**src/rtl/ps2_host_tx.sv**
```systemverilog
// ps2_host_tx: host-to-device PS/2 transmitter that sends one command byte and checks the device ACK.
//   clk_sys, reset        : system clock, synchronous active-high reset
//   tx_data, tx_valid     : byte to send and request; accepted when tx_valid && tx_ready
//   tx_ready, busy        : idle / frame in flight
//   tx_done, tx_error     : one-cycle pulses for an ACKed frame / NACK or timeout
//   ps2clk_in, ps2data_in : raw open-collector line levels
//   ps2clk_oe, ps2data_oe : 1 pulls the corresponding line low
module ps2_host_tx #(
    parameter int CLK_KHZ     = 52000,
    parameter int INHIBIT_US  = 100,
    parameter int FIRST_TO_MS = 15,
    parameter int BIT_TO_MS   = 2,
    parameter int FILTER      = 8
) (
    input  logic       clk_sys,
    input  logic       reset,
    input  logic [7:0] tx_data,
    input  logic       tx_valid,
    output logic       tx_ready,
    output logic       tx_done,
    output logic       tx_error,
    output logic       busy,
    input  logic       ps2clk_in,
    input  logic       ps2data_in,
    output logic       ps2clk_oe,
    output logic       ps2data_oe
);
    // Terminal timer values (count reaches N-1 on the N-th cycle)
    localparam logic [19:0] INH_L = 20'(CLK_KHZ * INHIBIT_US / 1000 - 1);
    localparam logic [19:0] T1_L  = 20'(CLK_KHZ * FIRST_TO_MS - 1);
    localparam logic [19:0] TB_L  = 20'(CLK_KHZ * BIT_TO_MS - 1);
    localparam int FW = $clog2(FILTER + 1);

    typedef enum logic [2:0] {IDLE, INHIBIT, RTS, SHIFT, WAITIDLE, ERROR} state_t;

    state_t state, state_n;
    logic [1:0] clk_sync, dat_sync;
    logic [FW-1:0] clk_cnt, dat_cnt;
    logic clk_filt, dat_filt, clk_prev, fall;
    logic [19:0] timer;
    logic [9:0] sh;
    logic [3:0] cnt;
    logic dq;

    // A new level is accepted only after FILTER consecutive differing samples
    always_ff @(posedge clk_sys) begin
        if (reset) begin
            clk_sync <= 2'b11;
            dat_sync <= 2'b11;
            clk_filt <= 1'b1;
            dat_filt <= 1'b1;
            clk_prev <= 1'b1;
            clk_cnt  <= '0;
            dat_cnt  <= '0;
        end else begin
            clk_sync <= {clk_sync[0], ps2clk_in};
            dat_sync <= {dat_sync[0], ps2data_in};
            clk_prev <= clk_filt;
            if (clk_sync[1] == clk_filt)
                clk_cnt <= '0;
            else if (clk_cnt == FW'(FILTER - 1)) begin
                clk_filt <= clk_sync[1];
                clk_cnt  <= '0;
            end else
                clk_cnt <= clk_cnt + 1'b1;
            if (dat_sync[1] == dat_filt)
                dat_cnt <= '0;
            else if (dat_cnt == FW'(FILTER - 1)) begin
                dat_filt <= dat_sync[1];
                dat_cnt  <= '0;
            end else
                dat_cnt <= dat_cnt + 1'b1;
        end
    end

    assign fall = clk_prev & ~clk_filt;

    always_ff @(posedge clk_sys) begin
        if (reset)
            state <= IDLE;
        else
            state <= state_n;
    end

    always_comb begin
        state_n = state;
        case (state)
            IDLE:     state_n = tx_valid ? INHIBIT : IDLE;
            INHIBIT:  state_n = (timer == INH_L) ? RTS : INHIBIT;
            RTS:      state_n = fall ? SHIFT : (timer == T1_L) ? ERROR : RTS;
            SHIFT:    state_n = (fall && cnt == 4'd10) ? (dat_filt ? ERROR : WAITIDLE) :
                                (!fall && timer == TB_L) ? ERROR : SHIFT;
            WAITIDLE: state_n = (clk_filt && dat_filt) ? IDLE : (timer == TB_L) ? ERROR : WAITIDLE;
            default:  state_n = IDLE;
        endcase
    end

    // Timer restarts on every state change and on each device edge while shifting
    always_ff @(posedge clk_sys) begin
        if (reset) begin
            timer <= '0;
            sh    <= '0;
            cnt   <= '0;
            dq    <= 1'b0;
        end else begin
            timer <= (state_n != state || (state == SHIFT && fall)) ? '0 : timer + 1'b1;
            if (state == IDLE && tx_valid)
                sh <= {1'b1, ~^tx_data, tx_data};
            else if (fall && (state == RTS || (state == SHIFT && cnt != 4'd10))) begin
                dq  <= ~sh[0];
                sh  <= {1'b1, sh[9:1]};
                cnt <= (state == RTS) ? 4'd1 : cnt + 1'b1;
            end
        end
    end

    always_comb begin
        tx_ready   = state == IDLE;
        busy       = state != IDLE;
        ps2clk_oe  = state == INHIBIT;
        ps2data_oe = (state == INHIBIT && timer == INH_L) || state == RTS || (state == SHIFT && dq);
        tx_done    = state == WAITIDLE && clk_filt && dat_filt;
        tx_error   = state == ERROR;
    end
endmodule

```
**config.mk**
```make
export PLATFORM = sky130hd
export DESIGN_NAME = ps2_host_tx
export DESIGN_NICKNAME = d
export VERILOG_FILES = /design/src/rtl/ps2_host_tx.sv
export SDC_FILE = /design/constraint.sdc
export NUM_CORES = 1
export LEC_CHECK = 0
export CAP_MARGIN = 20
export CORE_MARGIN = 4
export CORE_UTILIZATION = 58
export DETAILED_ROUTE_END_ITERATION = 10
export PLACE_DENSITY = 0.81
export SYNTH_ARGS = -nofsm -noshare
export SYNTH_HDL_FRONTEND = slang
export SYNTH_SLANG_ARGS = --single-unit
```
**constraint.sdc**
```tcl
create_clock -name clk_sys -period 2.01 [get_ports clk_sys]
set_input_delay 0.201 -clock clk_sys [delete_from_list [all_inputs] [get_ports clk_sys]]
set_output_delay 0.201 -clock clk_sys [all_outputs]
set_load 0.02 [all_outputs]
```
==> summary.md, run 1 <==
| Metric | Value |
|---|---|
| Gr usage total | 20.8% |
| GR peak layer | met2 |
| Met2 Usage GRT | 36.3% |
| Worst hold stages | 1 |
| Dpl cells | 363 |
| Internal | 0.00144 W |
| Final Hold Viols | 0 |
| H-tree levels | 2 |
| Post-placement cell area | 2880 um^2 |
| Flops & latches, synth | 53 |
| Cts bufs inserted | 5 |
| Primary FF master, synth | dfxtp_1 |
| Final instance area | 3030 um^2 |
| Setup-failing EPs final | 1 |
| Max IR drop VDD | 0.377 mV |
| Sequential fraction of the synthesis area | 42.1% |
| Sw power | 0.000432 W |
| Vias in the first global route | 2055 |
| DRT antenna net count | 0 |
| Core area | 4120 um^2 |
| HPWL Detailed | 3520 um |
| Clock power frac | 32.1% |
| Port bufs | 18 |
| Die W | 73.9 um |
| Worst hold margin | 414 ps |
| Async S/R FF share, synth | 0% |
| YS warnings | 0 |
| Max-slew violations | 0 |
| Layout Skew | 5.19 ps |
| Synth Instances | 286 |
| Highest Clock Rate | 495 MHz |
| Area growth, synth to finish | 20.1% |
| Clk_lat worst skew | 310 ps |
| Starting density of the core | 61.3% |
| Relative slew slack | 67.8% |
| Clock root buffer | clkbuf_8 |
| Setup ws final | -11.2 ps |
| Drt pass-1 iters | 4 |
| Hold EP | dat_sync[1] |
| Reg power frac | 58.3% |
| Antenna diode count | 0 |
| Yosys top cell area share | 42.1% |
| Minimum clock period | 2020 ps |
| DIE AREA | 5470 um^2 |
| Hold path start | dat_sync[0] |
| R2R Path Start | timer[15] |
| EDFF count, synth | 0 |
| Final GP Congestion | 0.841 |
| Antenna violations before repair | 0 |
| FF-to-FF setup slack | 30 ps |
| Met3 global-route usage | 4.32% |
| Failing checks | negative setup slack |
| # DRC | 0 |
| Met1 Resource Use GR | 24.7% |
| Vias | 2174 |
| R2r endpoint | state[0] |
| PwrDens | 618 nW/um^2 |
| Initial DRC count | 164 |
| Hold-fix buffers at CTS | 0 |
| Die height | 73.9 um |
| Switch share | 23.1% |
| Unrepaired setup endpoints after global routing | yes |
| Global route total overflow | 0 |
| Rows | 23 |
| I/O pins | 19 |
| Synth area leaders | dfxtp_1 42%, xnor2_1 8.7%, nand2_1 3.6%, nor2_1 3.6%, nor4_1 3.5% |
| Cell taking the most area after synthesis | dfxtp_1 |
| Routed wire length | 5220 um |
| Critical Path Start Type | register |
| Post-Syn Area | 2520 um^2 |
| Status | finished with violations |
| Largest net degree at the start of global routing | 31 |
| Critical path data required time | 1810 ps |
| Syn_nets | 304 |
| Worst hold path type | reg -> reg |
| First-pass GRT wire length | 8890 um |
| Final cell count without fillers | 371 |
| Max-cap violation count | 0 |
| Clk pin slew, worst setup/hold paths | 90 ps |
| CTS tree | yes |
| Arr. time, crit path | 1820 ps |
| Lkg Pwr | 1.06 nW |
| Least-Margin Pin Slew | 481 ps |
| Clk buf depth | 2 |
| Maximum fanout along the worst path | 3 |
| Syn Area/Cell | 8.82 um^2 |
| Fin crit share | 101% |
| Worst setup EP type | primary output |
| Comb pwr share | 9.5% |
| Vias per std cell | 5.86 |
| Final nets | 339 |
| Clk sinks | 53 |
| Unique masters post-synth | 46 |
| Worst Setup Path Type | reg -> out |
| Worst reg2reg path depth | 6 |
| Post-DR wirelength/cell | 14.1 um |
| Ratio of cells with drive above 1 in the final layout | 17.1% |
==> how the worst max path moves through the flow <==
stage	slack (ps)	from	endpoint
after floorplan	110	state[1]	sh[3]
after global placement	-140	timer[5]	ps2data_oe
after detailed placement	-180	timer[5]	ps2data_oe
after CTS	-60	timer[5]	ps2data_oe
after global routing	-70	timer[15]	ps2data_oe
final	-10	timer[15]	ps2data_oe
==> worst max-delay path: stages, from the launching register on <==
cell,delay (ps)
dfxtp_1,320
or4b_4,540
nor4b_4,280
nand3_2,140
nand2_1,80
buf_4,130
==> repair_timing <==
item / in CTS / in global routing
setup endpoints to repair: 3 / 8
gates resized for setup: 9 / 11
pin swaps: 3 / 6
gates cloned: 0 / 0
buffers inserted: 1 / 0
==> power groups by stage <==
stage	logic (W)	clock network (W)	registers, W
global placement	0.000171	0	0.00111
global route	0.000193	0.000657	0.00109
detailed placement	0.000174	0	0.00111
floorplan	0.000105	0	0.00111
CTS	0.000177	0.000618	0.00109
finish	0.000178	0.000601	0.00109
==> final cells by class <==
| type | instances | area, um^2 |
|---|---|---|
| Clock buffer | 6 | 82.6 |
| Tap cell | 50 | 62.6 |
| Sequential cell | 53 | 1070 |
| Timing Repair Buffer | 41 | 364 |
| Inverter | 6 | 22.5 |
| Fill cell | 326 | 1090 |
| Multi-Input combinational cell | 214 | 1420 |
| Clock inverter | 1 | 7.51 |
==> sequential cells by signal, indices dropped and copies added, names as in the netlist <==
signal / count
clk_cnt: 4
timer: 20
state: 3
dat_filt: 1
dat_sync: 2
clk_filt: 1
clk_prev: 1
dq: 1
dat_cnt: 4
sh: 10
cnt: 4
clk_sync: 2
==> cells by family (layout without fill, tap and decap cells) <==
| group | after synthesis | after routing | synth area share [%] |
|---|---|---|---|
| xor gates and xnor gates | 31 | 31 | 10.8 |
| and+or+nand+nor | 136 | 136 | 30.5 |
| adders and majority gates | 5 | 5 | 2.48 |
| AOI/OAI and AO/OA | 41 | 41 | 10.6 |
| muxes | 1 | 1 | 0.397 |
| buffers and inverters | 19 | 54 | 3.18 |
| DFF | 53 | 53 | 42.1 |
==> synth_stat cells, types with 2 or more instances <==
| cell type | instances |
|---|---|
| nand4_1 | 4 |
| xor2_1 | 6 |
| nand3_1 | 13 |
| or2_2 | 5 |
| or3b_1 | 2 |
| nand2b_1 | 5 |
| and4_1 | 2 |
| clkbuf_1 | 8 |
| ha_1 | 5 |
| nand3b_1 | 3 |
| dfxtp_1 | 53 |
| inv_1 | 5 |
| o211ai_1 | 2 |
| a22oi_1 | 9 |
| buf_2 | 4 |
| or3_1 | 3 |
| xnor2_1 | 25 |
| nor3_1 | 15 |
| nor4_1 | 14 |
| o21ai_0 | 4 |
| a21oi_1 | 17 |
| nand2_1 | 24 |
| nor3b_1 | 2 |
| nor2_1 | 24 |
| nor2b_1 | 6 |
| nor4_2 | 5 |
| nor4b_1 | 2 |
==> per-layer routing <==
layer | up-vias | share of wire, %
met5 | - | 0
met4 | 0 | 1.9
met3 | 11 | 4.7
met2 | 46 | 49
met1 | 1028 | 45
li1 | 1089 | -
==> per-stage QoR <==
step / setup TNS (ps) / utilization, % / setup WS [ps] / total power [W]
6_report: -11.2 / 73.6 / -11.2 / 0.00187
5_1_grt: -123 / 73.6 / -74.0 / 0.00194
4_1_cts: -57.8 / 72.7 / -57.8 / 0.00189
3_5_place_dp: -178 / 70.1 / -178 / 0.00129
3_3_place_gp: -143 / 70.1 / -143 / 0.00128
2_1_floorplan: 0 / - / 112 / 0.00122
==> cell usage in the layout (no fill, tap or decap), drive strengths merged, types with 3 or more instances in the layout <==
| cell | count |
|---|---|
| inv | 6 |
| clkbuf | 6 |
| a21oi | 18 |
| o21ai | 4 |
| nand3 | 13 |
| nor3 | 15 |
| or2 | 5 |
| nor2b | 6 |
| nor2 | 24 |
| xnor2 | 25 |
| nand4 | 4 |
| ha | 5 |
| buf | 24 |
| nand2 | 24 |
| xor2 | 6 |
| dfxtp | 53 |
| nor4 | 19 |
| a22oi | 9 |
| nand2b | 5 |
| clkdlybuf4s50 | 15 |
| or3 | 3 |
| nand3b | 3 |
| nor4b | 3 |
No activity file was read; power rests on OpenSTA's default activity.
==> run 2, diff against run 1 <==
Settings changed: ABC_CLOCK_PERIOD_IN_PS set to 2150, CORE_UTILIZATION 58 to 50, PLACE_DENSITY 0.81 to 0.72.
Clock period 2.01 ns to 2.15 ns, I/O delays scaled along.
==> summary.md, run 2 (synthesis gave the netlist of run 1 again) <==
| Metric | Value |
|---|---|
| Final cell count without fillers | 382 (was 371) |
| FF-to-FF setup slack | 190 ps (was 30 ps) |
| Arr. time, crit path | 1880 ps (was 1820 ps) |
| Pre-CTS setup slack | -70.5 ps (was -178 ps) |
| # DRC | 0 (unchanged) |
| Hold-fix buffers at CTS | 0 (unchanged) |
| HPWL Detailed | 3630 um (was 3520 um) |
| Final instance area | 2950 um^2 (was 3030 um^2) |
| Vias in the first global route | 1931 (was 2055) |
| Switch share | 24.3% (was 23.1%) |
| Buffers plus inverters on the worst setup path | 1 (unchanged) |
| Delay of the slowest cell on the worst path | 560 ps (was 540 ps) |
| Initial DRC count | 99 (was 164) |
| Die W | 79.0 um (was 73.9 um) |
| Core area | 4820 um^2 (was 4120 um^2) |
| Area occupied by multi-input gates | 1390 um^2 (was 1420 um^2) |
| DRT antenna net count | 0 (unchanged) |
| Layout Skew | 6.15 ps (was 5.19 ps) |
| Max-cap violation count | 0 (unchanged) |
| PwrDens | 589 nW/um^2 (was 618 nW/um^2) |
| Die height | 79.0 um (was 73.9 um) |
| Max IR drop VDD | 0.316 mV (was 0.377 mV) |
| Clock power frac | 32.2% (was 32.1%) |
| Internal | 0.00131 W (was 0.00144 W) |
| Worst setup EP type | primary output (unchanged) |
| R2R Path Start | timer[5] (was timer[15]) |
| Reg power frac | 58.7% (was 58.3%) |
| Vias per std cell | 5.46 (was 5.86) |
| Starting density of the core | 52.3% (was 61.3%) |
| Commonest non-fill, non-tap cell in the layout | dfxtp_1 (unchanged) |
| DIE AREA | 6240 um^2 (was 5470 um^2) |
| Clk pin slew, worst setup/hold paths | 90 ps (about the same) |
| Highest Clock Rate | 478 MHz |
| Rows | 25 (was 23) |
| Drt pass-1 iters | 6 (was 4) |
| R2r endpoint | timer[15] (was state[0]) |
| Fillcell total | 451 (was 326) |
| CP top delay family | simple AND/OR/NAND/NOR gates (unchanged) |
| Antenna diode count | 0 (unchanged) |
| Vias | 2086 (was 2174) |
| Worst reg2reg path depth | 7 (was 6) |
| Max reg flops | 20 (unchanged) |
| Relative slew slack | 72.3% (was 67.8%) |
| Dpl cells | 373 (was 363) |
| I/O pins | 19 (unchanged) |
| Unrepaired setup endpoints after global routing | yes (unchanged) |
| Slowest stage cell, crit path | or4b_1 (was or4b_4) |
| Final core utilization | 61.2% (was 73.6%) |
| Port bufs | 18 (unchanged) |
| Least-Margin Pin Slew | 414 ps (was 481 ps) |
| Cts bufs inserted | 5 (unchanged) |
| Max-slew violations | 0 (unchanged) |
| Top reg by flops | timer (unchanged) |
| Worst hold path type | reg -> reg (unchanged) |
| Worst hold margin | 416 ps (was 414 ps) |
| Regs by FF count | timer x20, sh x10 (unchanged) |
| Comb pwr share | 9.1% (was 9.5%) |
| First-pass GRT wire length | 8740 um (was 8890 um) |
| Worst hold stages | 1 (unchanged) |
| Final GP Congestion | 0.854 (was 0.841) |
| Routed wire length | 5030 um (was 5220 um) |
| Critical Path Start Type | register (unchanged) |
| Sw power | 0.000422 W (was 0.000432 W) |
| Area growth, synth to finish | 16.9% (was 20.1%) |
| Final nets | 332 (was 339) |
| Minimum clock period | 2090 ps |
| Worst Setup Path Type | reg -> out (unchanged) |
| Ratio of cells with drive above 1 in the final layout | 12.1% (was 17.1%) |
| Critical-path cell list | or4b_1 -> nor4b_2 -> nand3_1 -> nand2_1 -> buf_2 (was or4b_4 -> nor4b_4 -> nand3_2 -> nand2_1 -> buf_4) |
| Final Hold Viols | 0 (unchanged) |
| Antenna violations before repair | 0 (unchanged) |
| Setup crit end | ps2data_oe (unchanged) |
| Largest net degree at the start of global routing | 31 (unchanged) |
| Crit path from | timer[5] (was timer[15]) |
| Critical path data required time | 1930 ps (was 1810 ps) |
| Lkg Pwr | 0.972 nW (was 1.06 nW) |
| Status | finished, final reports clean (was finished with violations) |
| Clock root buffer | clkbuf_8 (unchanged) |
| Maximum fanout along the worst path | 2 (was 3) |
| Gr usage total | 17.5% (was 20.8%) |
| Setup ws final | 57.0 ps (was -11.2 ps) |
| Post-DR wirelength/cell | 13.2 um (was 14.1 um) |
| Post-placement cell area | 2850 um^2 (was 2880 um^2) |
| Fin crit share | 97.3% |
| Clk_lat worst skew | 310 ps (about the same) |
| Crit path depth | 5 (unchanged) |
| Clk sinks | 53 (unchanged) |
| Setup-failing EPs final | 0 (was 1) |
| CTS tree | yes (unchanged) |
| Global route total overflow | 0 (unchanged) |
| Register area | 1060 um^2 (was 1070 um^2) |
| Clk buf depth | 2 (unchanged) |
| Most frequent cells in the layout | 53 x dfxtp_1, 25 x xnor2_1, 24 x nor2_1, 24 x nand2_1 (was 48 x dfxtp_1, 25 x xnor2_1, 24 x nor2_1, 24 x nand2_1, 23 x buf_4) |
| H-tree levels | 2 (unchanged) |
-- run 2: cell types whose count changed in the layout (fill, tap and decap cells not counted), sizes merged --
cell and change:
dlymetal6s2s -1, dlygate4sd2 -1, clkdlybuf4s50 +2, clkinvlp +1, buf -7
-- run 2: worst reg2reg max path: cells and delay by family (launching register included) --
kind	cells	cell delay (ps)
buf+inv	2	340
simple gates	5	1180
flops	1	320
-- run 2: worst min-delay path by stage --
stage                 from          end  slack (ps)
2_1_floorplan    ps2clk_in  clk_sync[0]         320
3_3_place_gp   dat_sync[0]  dat_sync[1]         390
3_5_place_dp   clk_sync[0]  clk_sync[1]         390
4_1_cts        clk_sync[0]  clk_sync[1]         420
5_1_grt        dat_sync[0]  dat_sync[1]         440
6_report       clk_sync[0]  clk_sync[1]         420
-- run 2: cell type report --
cell class	instances	share of cell area [%]
clock inverters	2	0.509
multi-input cells	214	47.0
flip-flops and latches	53	36.0
clock buffers	6	2.46
inverters	6	0.764
well taps	67	2.84
repair buffers	34	10.4
-- run 2: per-stage QoR --
step	TNS, ps	power [W]
3_5_place_dp	-70.5	0.00120
5_1_grt	-38.9	0.00182
3_3_place_gp	-48.1	0.00120
6_report	0	0.00174
4_1_cts	0	0.00175
2_1_floorplan	0	0.00114
-- run 2: what timing repair did --
item | 4_1_cts | 5_1_grt
pin swaps | 2 | 1
resized for setup | 4 | 1
endpoints found under the hold margin | 0 | 0
endpoints found under the setup margin | 1 | 2
setup buffers | 1 | 0
-- run 2: power groups by stage --
stage          Clock [W]  Combinational, W  Sequential, W
3_3_place_gp           0          0.000156        0.00104
3_5_place_dp           0          0.000160        0.00104
5_1_grt         0.000623          0.000175        0.00102
2_1_floorplan          0         0.0000980        0.00104
6_report        0.000558          0.000159        0.00102
4_1_cts         0.000576          0.000160        0.00102
-- run 2: metal layers --
layer  GRT usage [%]  part of all wire, %
met3            3.97                  4.1
met5               0                    0
met4            6.01                  1.6
met2            29.5                   49
met1            22.0                   45
